## config.mk

```make
export PLATFORM = sky130hd
export DESIGN_NAME = seg_scan_driver_flat
export DESIGN_NICKNAME = d
export VERILOG_FILES = /design/src/rtl/seg_scan_driver_if.sv /design/src/rtl/seg_scan_driver.sv /design/src/flat_wrapper.sv
export SDC_FILE = /design/constraint.sdc
export NUM_CORES = 1
export LEC_CHECK = 0
export ABC_AREA = 1
export CAP_MARGIN = 15
export CORE_MARGIN = 5
export CORE_UTILIZATION = 45
export DETAILED_ROUTE_END_ITERATION = 8
export PLACE_DENSITY = 0.78
export SETUP_SLACK_MARGIN = 0.1
export SLEW_MARGIN = 40
export SYNTH_ARGS = -nofsm -noshare
export SYNTH_HDL_FRONTEND = slang
export SYNTH_SLANG_ARGS = --single-unit
```

## constraint.sdc

```tcl
create_clock -name clk -period 2.27 [get_ports clk]
set_clock_uncertainty 0.2 [all_clocks]
set_input_delay 0.5675 -clock clk [delete_from_list [all_inputs] [get_ports clk]]
set_output_delay 0.5675 -clock clk [all_outputs]
set_load 0.02 [all_outputs]
```

## src/rtl/seg_scan_driver_if.sv

```systemverilog
// rtl/seg_scan_driver_if.sv - digit data, blink control and segment/tube outputs of seg_scan_driver
interface seg_scan_driver_if;
  logic [31:0] time_data;
  logic        blink_en;
  logic [7:0]  blink_mask;
  logic [7:0]  digit1;
  logic [7:0]  digit2;
  logic [7:0]  tube_sel;

  // Driver of digit data and consumer of the display lines
  modport master (
    output time_data, blink_en, blink_mask,
    input  digit1, digit2, tube_sel
  );

  // The scan driver itself
  modport slave (
    input  time_data, blink_en, blink_mask,
    output digit1, digit2, tube_sel
  );
endinterface

```

## src/rtl/seg_scan_driver.sv

```systemverilog
// rtl/seg_scan_driver.sv - 8-digit multiplexed 7-segment scan driver with blink; SEG_LEADING_ZERO_BLANK_EN enables leading-zero blanking
module seg_scan_driver #(
  parameter int unsigned SCAN_DIV  = 100_000,
  parameter int unsigned BLINK_DIV = 50_000_000
) (
  input logic              clk,
  input logic              rst,
  seg_scan_driver_if.slave bus
);

  localparam int unsigned SW = $clog2(SCAN_DIV);
  localparam int unsigned BW = $clog2(BLINK_DIV);

  logic [SW-1:0] presc_q;
  logic [2:0]    idx_q;
  // Digit 0 is always taken live, so only digits 7..1 are held
  logic [31:4]   snap_q;
  logic [BW-1:0] blink_cnt_q;
  logic          blink_phase_q;
  logic [7:0]    digit1_q;
  logic [7:0]    digit2_q;
  logic [7:0]    tube_sel_q;

  logic          scan_tick;
  logic [31:0]   frame_data;
  logic [3:0]    code;
  logic [7:0]    glyph_d;

  assign scan_tick  = (presc_q == SW'(SCAN_DIV - 1));
  assign frame_data = {snap_q, bus.time_data[3:0]};

  function automatic logic [7:0] seg_decode(input logic [3:0] c);
    case (c)
      4'h0:    seg_decode = 8'hFC;
      4'h1:    seg_decode = 8'h60;
      4'h2:    seg_decode = 8'hDA;
      4'h3:    seg_decode = 8'hF2;
      4'h4:    seg_decode = 8'h66;
      4'h5:    seg_decode = 8'hB6;
      4'h6:    seg_decode = 8'hBE;
      4'h7:    seg_decode = 8'hE0;
      4'h8:    seg_decode = 8'hFE;
      4'h9:    seg_decode = 8'hF6;
      4'hF:    seg_decode = 8'h02;
      default: seg_decode = 8'h00;
    endcase
  endfunction

  // Scan prescaler: wraps every SCAN_DIV cycles, the wrap cycle is the scan tick
  always_ff @(posedge clk or negedge rst) begin
    if (!rst)           presc_q <= '0;
    else if (scan_tick) presc_q <= '0;
    else                presc_q <= presc_q + SW'(1);
  end

  // Digit index advances per tick; the frame snapshot is taken on the digit-0 tick
  always_ff @(posedge clk or negedge rst) begin
    if (!rst) begin
      idx_q  <= 3'd0;
      snap_q <= '0;
    end else if (scan_tick) begin
      idx_q <= idx_q + 3'd1;
      if (idx_q == 3'd0) snap_q <= bus.time_data[31:4];
    end
  end

  // Blink half-period counter; idle (visible phase) whenever blinking is disabled
  always_ff @(posedge clk or negedge rst) begin
    if (!rst) begin
      blink_cnt_q   <= '0;
      blink_phase_q <= 1'b1;
    end else if (!bus.blink_en) begin
      blink_cnt_q   <= '0;
      blink_phase_q <= 1'b1;
    end else if (blink_cnt_q == BW'(BLINK_DIV - 1)) begin
      blink_cnt_q   <= '0;
      blink_phase_q <= ~blink_phase_q;
    end else begin
      blink_cnt_q <= blink_cnt_q + BW'(1);
    end
  end

  // Glyph for the digit being scanned, after leading-zero and blink blanking
`ifdef SEG_LEADING_ZERO_BLANK_EN
  logic lead_zero;
  logic higher_dark;
`endif
  always_comb begin
    code    = frame_data[{idx_q, 2'b00} +: 4];
    glyph_d = seg_decode(code);
`ifdef SEG_LEADING_ZERO_BLANK_EN
    // A zero is blanked only while every digit to its left is zero or blank
    lead_zero   = 1'b0;
    higher_dark = 1'b1;
    for (int j = 7; j >= 1; j--) begin
      if (j == int'(idx_q)) lead_zero = higher_dark && (frame_data[4*j +: 4] == 4'h0);
      if (!((frame_data[4*j +: 4] == 4'h0) ||
            ((frame_data[4*j +: 4] >= 4'hA) && (frame_data[4*j +: 4] <= 4'hE))))
        higher_dark = 1'b0;
    end
    if (lead_zero) glyph_d = 8'h00;
`endif
    if (bus.blink_en && !blink_phase_q && bus.blink_mask[idx_q]) glyph_d = 8'h00;
  end

  // Registered display outputs, updated only on scan ticks
  always_ff @(posedge clk or negedge rst) begin
    if (!rst) begin
      digit1_q   <= 8'h00;
      digit2_q   <= 8'h00;
      tube_sel_q <= 8'h00;
    end else if (scan_tick) begin
      tube_sel_q <= 8'h01 << idx_q;
      if (idx_q[2]) begin
        digit1_q <= glyph_d;
        digit2_q <= 8'h00;
      end else begin
        digit1_q <= 8'h00;
        digit2_q <= glyph_d;
      end
    end
  end

  assign bus.digit1   = digit1_q;
  assign bus.digit2   = digit2_q;
  assign bus.tube_sel = tube_sel_q;

endmodule

```

## src/flat_wrapper.sv

```systemverilog
// flat-port wrapper written by rule: the top's interface ports become plain ports
module seg_scan_driver_flat 
#(
  parameter int unsigned SCAN_DIV  = 100_000,
  parameter int unsigned BLINK_DIV = 50_000_000
)
  (clk, rst, bus_time_data, bus_blink_en, bus_blink_mask, bus_digit1, bus_digit2, bus_tube_sel);
  seg_scan_driver_if bus_i ();
  input logic clk;
  input logic rst;
  input wire logic [$bits(bus_i.time_data)-1:0] bus_time_data;
  input wire logic [$bits(bus_i.blink_en)-1:0] bus_blink_en;
  input wire logic [$bits(bus_i.blink_mask)-1:0] bus_blink_mask;
  output wire logic [$bits(bus_i.digit1)-1:0] bus_digit1;
  output wire logic [$bits(bus_i.digit2)-1:0] bus_digit2;
  output wire logic [$bits(bus_i.tube_sel)-1:0] bus_tube_sel;
  assign bus_i.time_data = bus_time_data;
  assign bus_i.blink_en = bus_blink_en;
  assign bus_i.blink_mask = bus_blink_mask;
  assign bus_digit1 = bus_i.digit1;
  assign bus_digit2 = bus_i.digit2;
  assign bus_tube_sel = bus_i.tube_sel;
  seg_scan_driver #(.SCAN_DIV(SCAN_DIV), .BLINK_DIV(BLINK_DIV)) u_core (.clk(clk), .rst(rst), .bus(bus_i));
endmodule
```

# Word level (Yosys, flattened, before mapping)
# Memory sizes are Yosys's and may differ from the RTL's.
# Index checks and enable logic that the tools add are counted.
# totals
regBits	99
mem_bits_ro	112
inputBits	43
out_inout_bits	24
wordCells	34
n_memories	1
# memory_table
memory	depth	word_bits	rd	rd_ports_with_merged_regs	wr	line	source
(name not given)	16	7	1	0	0	seg_scan_driver.sv:33	case (c)
# op_classes
n_addsub	3
order_cmp	1
n_eq_ne	3
shifts	2
n_mux	10
n_bitwise	1
n_reduce_logical	5
# ops
cell	n
26-bit 2-to-1 mux	2
32-bit by 6-bit indexed part select with 4-bit output	1
26-bit by 1-bit adder with 26-bit output (second input constant)	1
26-bit == test (second input constant)	1
8-bit 2-to-1 mux	3
17-bit by 1-bit adder with 17-bit output (second input constant)	1
17-bit == test (second input constant)	1
17-bit 2-to-1 mux	1
1-bit by 3-bit << shifter with 8-bit output (first input constant)	1
3-bit by 4-bit less-than comparator with 1-bit output (second input constant)	1
3-bit by 1-bit adder with 3-bit output (second input constant)	1
1-bit binary-select mux with 3-bit select	1
3-bit zero test	1
1-bit 2-to-1 mux	3
1-bit logical AND	2
2-bit by 1-bit != test with 1-bit output (second input constant)	1
2-bit AND reduction	1
1-bit zero test	1
1-bit NOT	1

# Logic depth before layout (Yosys ltp)
# Gate-level depths: netlist of the first run.
# logic_depth
ltp_word	5
mapped_depth	15
depth_no_buf	13

# Worst setup path after synthesis of the first run
# OpenSTA, ideal clock, no wires.
# synth_path
kind	register to register
from	register u_core.idx_q[0]
to	register u_core.digit1_q[2] (netlist: u_core.bus.digit1[2])
setup_time_ns	0.066
arrival_ns	1.759
required_ns	2.004
setup_slack_ns	0.245
stages_incl_launch_ff	13
n_path_buf	2
period_less_slack_ns	2.025
cell_sequence	dfrtp_1 -> inv_2 -> buf_6 -> buf_6 -> o21ai_0 -> nand3_1 -> nand2_1 -> inv_1 -> ha_1 -> nand3b_1 -> nand3_1 -> nand4_1 -> nand2_1
# synth_between
elab_chain_cells	5
word_cells_on_any_way	7
classes_between	shift (1); mux (4); reduce/logical (1); memory (1)
# synth_lines
element	line	source
start: declaration	seg_scan_driver.sv:15	logic [2:0] idx_q;
start signal: assignment	seg_scan_driver.sv:62	idx_q <= idx_q + 3'd1;
parallel branches: the longest is 3 deep, another holds memory read 16 x 7 bit	n/a	
8-bit 2-to-1 mux (*)	seg_scan_driver.sv:103	if (bus.blink_en && !blink_phase_q && bus.blink_mask[idx_q]) glyph_d = 8'h00;
8-bit 2-to-1 mux (*)	seg_scan_driver.sv:114	if (idx_q[2]) begin
end signal: assignment	seg_scan_driver.sv:115	digit1_q <= glyph_d;
end: declaration	seg_scan_driver.sv:20	logic [7:0] digit1_q;
# Every way passes the cells marked *. The select of a mux whose other input is x is not followed.
# A chain may end at the register's enable or synchronous reset.

# Final worst setup path of the first run
# layout_path
from	register u_core.digit1_q[4] (netlist: u_core.bus.digit1[4])
to	output bus_digit1[4]
# layout_lines
element	line	source
end: declaration	flat_wrapper.sv:14	output wire logic [$bits(bus_i.digit1)-1:0] bus_digit1;
# No word-level cell between the ends.

==> flow_summary.toml, run 1 <==
[worst_setup_path]
reg2reg_to = "u_core.bus.digit1[3]"
reg2reg_depth = 12
path_cells = "clkdlybuf4s50_1"
r2r_start = "u_core.idx_q[0]"
cp.required_ps = 1500
cpMaxStageDelayCell = "clkdlybuf4s50_1"
end_kind = "primary output"
cp-start-kind = "register"
path_delay_family = "buffers and inverters"
r2r_slack_ps = 170
crit_fanout = 2
cp_num_buf_inv = 1
max_stage_delay_ps = 620
critPathKind = "reg2out"
crit_arrival_ps = 1350

[finish]
mostFrequentLayoutCells = "nand2_1, dfrtp_1, nand3_1, nor2_1, inv_1"
syn_to_final_growth_pct = 24.9
final_common_cell = "nand2_1"
nets = 820
insertedDiodeCount = 0
final_core_util_pct = 57.4
final_layout_size_suffix_gt1_share_pct = 10.0

[detailed_routing]
drt-initial-drc-count = 278
wl_um = 12900
ant_nets = 0
detail_route.first_pass.iterations = 5
route.vias.total = 4757
drc = 0
via_per_inst = 5.22
wire_per_inst_um = 14.2

[timing]
holdWs_ps = 266
clock.fmax_ghz = 0.472
finalHoldViolCount = 0
finalCritPeriodShare_pct = 93.4
setup_viol = 0
rsz0062_at_grt = "true"
finalCriticalPeriod_ps = 2120
drv_slew = 0
setup_ws_ps = 151

[placement]
detailed_place_hpwl_um = 9590
globalplace.congestion = 0.874
port_buffers = 64
dp_slack_ps = -212

[floorplan]
boundaryPins = 67
initial_utilization_pct = 45.9
rows = 39
die_x_um = 118
die_area_mm2 = 0.0140
fp.dieH_um = 118
coreArea_mm2 = 0.0115

[grt]
grt_pass1_vias = 4689
grt_max_degree = 33
grt_usage_pct = 18.6
grt_pass1_wl_um = 21700
overflow = 0
antenna_found_initial = 0

[synthesis]
ys_types = 38
ys_ff_latch = 97
ys_seq_area_share_pct = 46.1
yosysWarnings = 0
synth_area_mm2 = 0.00527
synth_area_per_cell_um2 = 7.71
synthCells = 683

[hold_path]
min_path_cells = 1
hp-class = "reg2reg"
min_from = "u_core.presc_q[0]"
hold_end = "u_core.presc_q[0]"

[outcome]
status = "complete, no violations"

[power]
power_mw = 3.59
power.density_mw_per_mm2 = 546
p_leak_nw = 3.10
ir_drop_mv = 0.514

[cts]
cts_tree = "built"
clock_sinks = 97
clkLatencyLatePin_ps = 350
cts_buffers = 9
clk_path_buf_depth = 2
clock-root-buffer = "clkbuf_16"
cts_max_level = 3
clk_pin_slew_worst_paths_ps = 70

[job]
maxCapViolations = 0
==> timing repair <==
item | CTS | global route
hold buffers | 1 | 0
setup endpoints to repair | 6 | 55
buffers inserted | 0 | 8
pin swaps | 0 | 6
gates resized for setup | 1 | 29
endpoints found under the hold margin | 27 | 0
gates cloned | 0 | 1
==> per-stage QoR <==
| step | TNS, ps | std cells | cell area (µm²) |
|---|---|---|---|
| final | 0 | 911 | 6580 |
| after global routing | 0 | 911 | 6580 |
| after CTS | 0 | 902 | 6410 |
| after detailed placement | -2000 | 885 | 6070 |
| after global placement | -1150 | 885 | 6070 |
| after floorplan | 0 | 684 | 5270 |
==> flip-flops by register name, summed over array words and instances (netlist names) <==
| register | count |
|---|---|
| u_core.blink_phase_q | 1 |
| u_core.bus.tube_sel | 8 |
| u_core.bus.digit2 | 7 |
| u_core.bus.digit1 | 7 |
| u_core.snap_q | 28 |
| u_core.idx_q | 3 |
| u_core.blink_cnt_q | 26 |
| u_core.presc_q | 17 |
==> Yosys cell counts (all sizes together) <==
library cell    n  area share (%)
nand2         209              15
dfrtp          96              46
nand3          78             7.9
nor2           77             6.1
inv            72             5.1
nor3           23             2.4
nand4          22             2.6
buf            20             2.9
o21ai          20             1.9
ha             14             3.3
a21oi          10            0.95
xor2           10             1.7
clkbuf          5            0.36
a31oi           4            0.47
nor4            4            0.47
nor3b           3            0.43
o211ai          3            0.43
xnor2           3            0.50
and3            2            0.24
nand3b          2            0.28
a22o            1            0.17
and2            1            0.12
clkinv          1           0.071
conb            1           0.071
dfstp           1            0.50
o21a            1            0.14
==> power breakdown <==
part           total (mW)  internal (mW)  switching (mW)
Clock                1.64          0.972           0.669
Sequential           1.74           1.74         0.00527
Combinational       0.209          0.102           0.107
Total                3.59           2.81           0.781
==> layout make-up <==
| class | count | area [µm²] |
|---|---|---|
| Clock buffer | 10 | 229 |
| Clock inverter | 6 | 91.3 |
| Fill cell | 1015 | 4890 |
| Inverter | 73 | 283 |
| Multi-Input combinational cell | 489 | 2440 |
| Sequential cell | 97 | 2430 |
| Tap cell | 143 | 179 |
| Timing Repair Buffer | 93 | 923 |
==> logic make-up (layout without fill, tap and decap cells) <==
kind of cell | Yosys count | count (layout) | synth area share, %
other | 1 | 2 | 0.0712
adders and majority gates | 14 | 14 | 3.33
DFF | 97 | 97 | 46.1
AOI/OAI and AO/OA | 39 | 39 | 4.06
and+or+nand+nor | 421 | 421 | 35.9
xor gates and xnor gates | 13 | 13 | 2.16
buffers and inverters | 98 | 182 | 8.41
==> per-layer routing <==
metal | wire length [µm] | part of all wire [%] | track usage, % | vias up
met5 | 0 | 0 | 0 | -
met4 | 297 | 2.3 | 6.59 | 0
met3 | 719 | 5.6 | 4.97 | 22
met2 | 6540 | 51 | 32.1 | 148
met1 | 5390 | 42 | 22.3 | 2246
li1 | - | - | - | 2341
==> worst max-delay path by stage <==
stage                              start                    to  depth (start not counted)
floorplan                u_core.idx_q[0]  u_core.bus.digit1[2]                         12
global placement        bus_time_data[0]  u_core.bus.digit1[7]                         12
detailed placement      bus_time_data[0]  u_core.bus.digit2[3]                         12
CTS                 u_core.bus.digit2[7]         bus_digit2[7]                          1
global route             u_core.idx_q[0]  u_core.bus.digit2[3]                         12
finish              u_core.bus.digit1[4]         bus_digit1[4]                          1
Note: power is estimated with default switching activity, not from simulation.
==> run 2: changes to the inputs <==
==> constraint.sdc (replaced) <==
create_clock -name clk -period 2.3 [get_ports clk]
set_clock_uncertainty 0.2 [all_clocks]
set_input_delay 0.46 -clock clk [delete_from_list [all_inputs] [get_ports clk]]
set_output_delay 0.46 -clock clk [all_outputs]
set_load 0.02 [all_outputs]
==> run 2 against run 1 <==
Final area fell by 1.9%. Non-clock buffer count down 10. Critical path depth is 11 higher. Hold slack improved by 4.4 ps. Critical path type is now reg2reg. Count of clock-buffer cells in the layout is 2 higher. Die area stayed put.
==> flow_summary.toml, run 2 (synthesis gave the netlist of run 1 again) <==
[power]
ir_drop_mv = 0.294
power_mw = 3.49
p_leak_nw = 3.04
power.density_mw_per_mm2 = 540

[finish]
mostFrequentLayoutCells = "nand2_1, dfrtp_1, nand3_1, nor2_1, inv_1"
top_register = "u_core.snap_q"
largest_reg_flops = 28
largestRegisters = "u_core.snap_q: 28 flops, u_core.blink_cnt_q: 26 flops, u_core.presc_q: 17 flops"
final_core_util_pct = 56.3
post_layout_nonfiller_instances = 901
nets = 810
insertedDiodeCount = 0
final_common_cell = "nand2_1"
syn_to_final_growth_pct = 22.5
final_layout_size_suffix_gt1_share_pct = 8.84

[timing]
setup_viol = 0
finalHoldViolCount = 0
holdWs_ps = 270
rsz0062_at_grt = "true"
finalCritPeriodShare_pct = 91.9
tns_ps = 0
finalCriticalPeriod_ps = 2110
clock.fmax_ghz = 0.473
drv_slew = 0

[detailed_routing]
drc = 0
wl_um = 12500
route.vias.total = 4725
via_per_inst = 5.24
detail_route.first_pass.iterations = 6
drt-initial-drc-count = 348
wire_per_inst_um = 13.9
ant_nets = 0

[worst_setup_path]
path_cells = "buf_6 > nor2_2 > nor2_1 > o21ai_0 > nand3_1 > nand2_2 > inv_1 > ha_1 > nand3b_1 > nand3_2 > nand4_1 > nand2_1"
cp-start-kind = "register"
end_kind = "register"
crit_fanout = 11
max_stage_delay_ps = 460
crit_arrival_ps = 2200
cp.required_ps = 2380
critPathKind = "reg2reg"
cpMaxStageDelayCell = "dfrtp_2"

[cts]
cts_max_level = 3
clock-root-buffer = "clkbuf_16"
clkLatencyLatePin_ps = 340
cts_buffers = 9
cts_tree = "built"
clk_pin_slew_worst_paths_ps = 70
clk_path_buf_depth = 2
clock_sinks = 97

[grt]
grt_max_degree = 37
grt_pass1_wl_um = 21600
antenna_found_initial = 0
grt_pass1_vias = 4606
grt_usage_pct = 18.4
overflow = 0

[job]
maxCapViolations = 0

[floorplan]
boundaryPins = 67
fp.dieH_um = 118
initial_utilization_pct = 45.9
rows = 39
coreArea_mm2 = 0.0115
die_area_mm2 = 0.0140
die_x_um = 118

[placement]
globalplace.congestion = 0.955
dp.cells = 882
detailed_place_hpwl_um = 9210
port_buffers = 64

[outcome]
status = "complete, no violations"

[hold_path]
hp-class = "reg2reg"
run 2: cell types whose count changed in the layout (fill, tap and decap cells not counted), sizes merged:
cell and change:
buf -9, clkdlybuf4s50 +5, bufinv -1, clkinv -2, clkbuf +1, clkinvlp +1
dlymetal6s2s -5
run 2: path summary, 6_finish.rpt:
path	startpoint	end	slack, ps	cells after the start
worst max register to register	u_core.idx_q[0]	u_core.bus.digit1[2]	190	12
worst min-delay path	u_core.snap_q[14]	u_core.snap_q[14]	270	2
worst max-delay path	u_core.idx_q[0]	u_core.bus.digit1[2]	190	12
worst min register to register	u_core.snap_q[14]	u_core.snap_q[14]	270	2
min in group asynchronous	rst	u_core.blink_cnt_q[3]	380	2
max in group asynchronous	rst	u_core.bus.tube_sel[4]	880	3
run 2: layout make-up:
type / instances / area, µm²
Fill cell: 988 / 5010
Multi-Input combinational cell: 489 / 2440
Sequential cell: 97 / 2430
Timing Repair Buffer: 83 / 807
Inverter: 73 / 279
Clock buffer: 12 / 267
Tap cell: 143 / 179
Clock inverter: 4 / 50.0
run 2: layer usage:
| layer | vias to the layer above | GRT usage [%] | part of all wire [%] |
|---|---|---|---|
| li1 | 2326 | - | - |
| met1 | 2204 | 24.4 | 43 |
| met2 | 169 | 30.7 | 49 |
| met3 | 26 | 3.72 | 5.7 |
| met4 | 0 | 5.52 | 2.0 |
| met5 | - | 0 | 0 |
run 2: power breakdown:
| group | switching [mW] | internal [mW] | leakage, nW |
|---|---|---|---|
| registers | 0.00560 | 1.71 | 1.11 |
| logic | 0.106 | 0.0966 | 1.77 |
| clock network | 0.637 | 0.930 | 0.151 |
run 2: worst max-delay path: cells and delay by family (launching register included):
kind / cells / cell delay [ps]
AO/OA/AOI/OAI: 1 / 70
flip-flops: 1 / 460
buffers and inverters: 2 / 250
AND/OR/NAND/NOR: 8 / 880
adder cells (fa/ha/maj): 1 / 190
run 2: repair_timing:
| action | CTS | global route |
|---|---|---|
| setup buffers | 0 | 2 |
| gates resized for setup | 0 | 19 |
| setup endpoints to repair | 0 | 49 |
| hold buffers | 1 | 0 |
| endpoints found under the hold margin | 25 | 0 |
run 2: through the flow:
| step | instance area, µm² | setup WS (ps) |
|---|---|---|
| final | 6450 | 186 |
| after global routing | 6450 | 51.2 |
| after CTS | 6380 | 103 |
| after detailed placement | 6050 | -53.1 |
| after global placement | 6050 | 13.9 |
| after floorplan | 5270 | 275 |
==> run 3: changes to the inputs <==
--- a/config.mk
+++ b/config.mk
@@ -7,12 +7,13 @@
 export LEC_CHECK = 0
 export ABC_AREA = 1
 export CAP_MARGIN = 15
-export CORE_MARGIN = 5
 export CORE_UTILIZATION = 45
 export DETAILED_ROUTE_END_ITERATION = 8
 export PLACE_DENSITY = 0.78
 export SETUP_SLACK_MARGIN = 0.1
+export SKIP_CTS_REPAIR_TIMING = 1
 export SLEW_MARGIN = 40
 export SYNTH_ARGS = -nofsm -noshare
 export SYNTH_HDL_FRONTEND = slang
 export SYNTH_SLANG_ARGS = --single-unit
+export TNS_END_PERCENT = 30
==> run 3 against run 2 <==
Setup slack better by 39 ps. Sequential share of layout area up 0.32 points. Sequential power about the same. Core utilization down 0.24 points. Global-route usage up 3.5 points. Non-clock buffer count down 1. Critical path depth down 1. Combinational power about the same. Via count down 2.1%. Clock power down 11%. Sequential cell count unchanged. Maximum frequency up 1.9%.
==> flow_summary.toml, run 3 (synthesis gave the netlist of run 1 again) <==
[cts]
cts_tree = "built"
cts_buffers = 9
cts_max_level = 3
clk_path_buf_depth = 2
clock-root-buffer = "clkbuf_16"
clk_pin_slew_worst_paths_ps = 70
clock_sinks = 97
clkLatencyLatePin_ps = 350

[worst_setup_path]
path_delay_family = "simple AND/OR/NAND/NOR gates"
cp-start-kind = "register"
reg2reg_depth = 11
crit_cells = 11
path_cells = "clkinvlp_4 > nor2_1 > o21ai_0 > nand3_1 > nand2_2 > buf_4 > ha_1 > nand3_1 > nand3_1 > nand4_1 > nand2_1"
crit_arrival_ps = 2110
crit_fanout = 11
cp.required_ps = 2330
r2r_slack_ps = 230
crit_top_cell = "nand3_1"
reg2reg_to = "u_core.bus.digit2[3]"
cpMaxStageDelayCell = "dfrtp_1"
r2r_start = "u_core.idx_q[1]"
cp_num_buf_inv = 2
end_kind = "register"
critPathKind = "reg2reg"
max_stage_delay_ps = 410

[grt]
busiest_layer = "met2"
antenna_found_initial = 0
grt_pass1_vias = 4558
use_met3_pct = 3.88
grtUsageMet2_pct = 38.0
grt_usage_pct = 22.0
overflow = 0
grt_pass1_wl_um = 20700
grt_max_degree = 36
use_met1_pct = 27.7

[detailed_routing]
detail_route.first_pass.iterations = 7
wl_um = 12200
drc = 0
drt-initial-drc-count = 289
via_per_inst = 5.14
wire_per_inst_um = 13.6
ant_nets = 0
route.vias.total = 4627

[finish]
largestRegisters = "u_core.snap_q: 28 flops, u_core.blink_cnt_q: 26 flops, u_core.presc_q: 17 flops"
syn_to_final_growth_pct = 21.5
nets = 809
mostFrequentLayoutCells = "nand2_1, dfrtp_1, nand3_1, nor2_1, inv_1"
post_layout_nonfiller_instances = 900
largest_reg_flops = 28
final_layout_size_suffix_gt1_share_pct = 8.19
top_register = "u_core.snap_q"
insertedDiodeCount = 0
design_area_mm2 = 0.00640
final_core_util_pct = 56.0
final_common_cell = "nand2_1"

[job]
maxCapViolations = 0

[timing]
rsz0062_at_grt = "true"
setup_ws_ps = 225
finalCritPeriodShare_pct = 90.2
drv_slew = 0
holdWs_ps = 264
setup_viol = 0
finalCriticalPeriod_ps = 2070
finalHoldViolCount = 0
clock.fmax_ghz = 0.482
tns_ps = 0

[floorplan]
rows = 39
boundaryPins = 67
fp.dieH_um = 110
initial_utilization_pct = 46.1
die_x_um = 110
die_area_mm2 = 0.0121
coreArea_mm2 = 0.0114

[placement]
globalplace.congestion = 0.892
dpl-instance-area_mm2 = 0.00605
detailed_place_hpwl_um = 9100
port_buffers = 64
dp_slack_ps = 4.10
dp.cells = 879

[power]
power_mw = 3.32
power.density_mw_per_mm2 = 519
ir_drop_mv = 0.300
p_leak_nw = 3.01

[outcome]
status = "complete, no violations"

[hold_path]
hold_end = "u_core.presc_q[0]"
min_from = "u_core.presc_q[0]"
hp-class = "reg2reg"
min_path_cells = 1
==> run 3: changes by cell type in the layout (fill, tap and decap cells not counted), moves of 2 or more <==
| cell | before | now |
|---|---|---|
| clkbuf_8 | 3 | 0 |
| clkinvlp_4 | 2 | 4 |
| buf_6 | 3 | 1 |
| buf_12 | 1 | 3 |
==> run 3: cell type report <==
class,instances,area (µm²)
Clock buffer,10,229
Clock inverter,6,42.5
Fill cell,1053,5020
Inverter,73,284
Multi-Input combinational cell,489,2420
Sequential cell,97,2430
Tap cell,143,179
Timing Repair Buffer,82,817
==> run 3: worst max path at each step <==
| stage | start | to | slack [ps] |
|---|---|---|---|
| 5_1_grt | u_core.idx_q[0] | u_core.bus.digit2[1] | 30 |
| 2_1_floorplan | u_core.idx_q[0] | u_core.bus.digit1[2] | 270 |
| 6_report | u_core.idx_q[1] | u_core.bus.digit2[3] | 230 |
| 3_3_place_gp | bus_time_data[0] | u_core.bus.digit1[4] | 9 |
| 4_1_cts | u_core.presc_q[0] | u_core.snap_q[9] | 100 |
| 3_5_place_dp | bus_time_data[0] | u_core.bus.digit2[6] | 4 |
==> run 3: per-layer routing <==
| metal | vias to the layer above | wire length [µm] |
|---|---|---|
| met4 | 0 | 197 |
| met3 | 21 | 589 |
| met5 | - | 0 |
| met2 | 134 | 6000 |
| li1 | 2329 | - |
| met1 | 2143 | 5450 |
==> run 3: power breakdown <==
part           leakage, nW  switching, mW  total, mW  internal (mW)
clock                0.129          0.662       1.40          0.736
combinational         1.77          0.105      0.203         0.0986
sequential            1.11        0.00531       1.72           1.71
total                 3.01          0.772       3.32           2.55
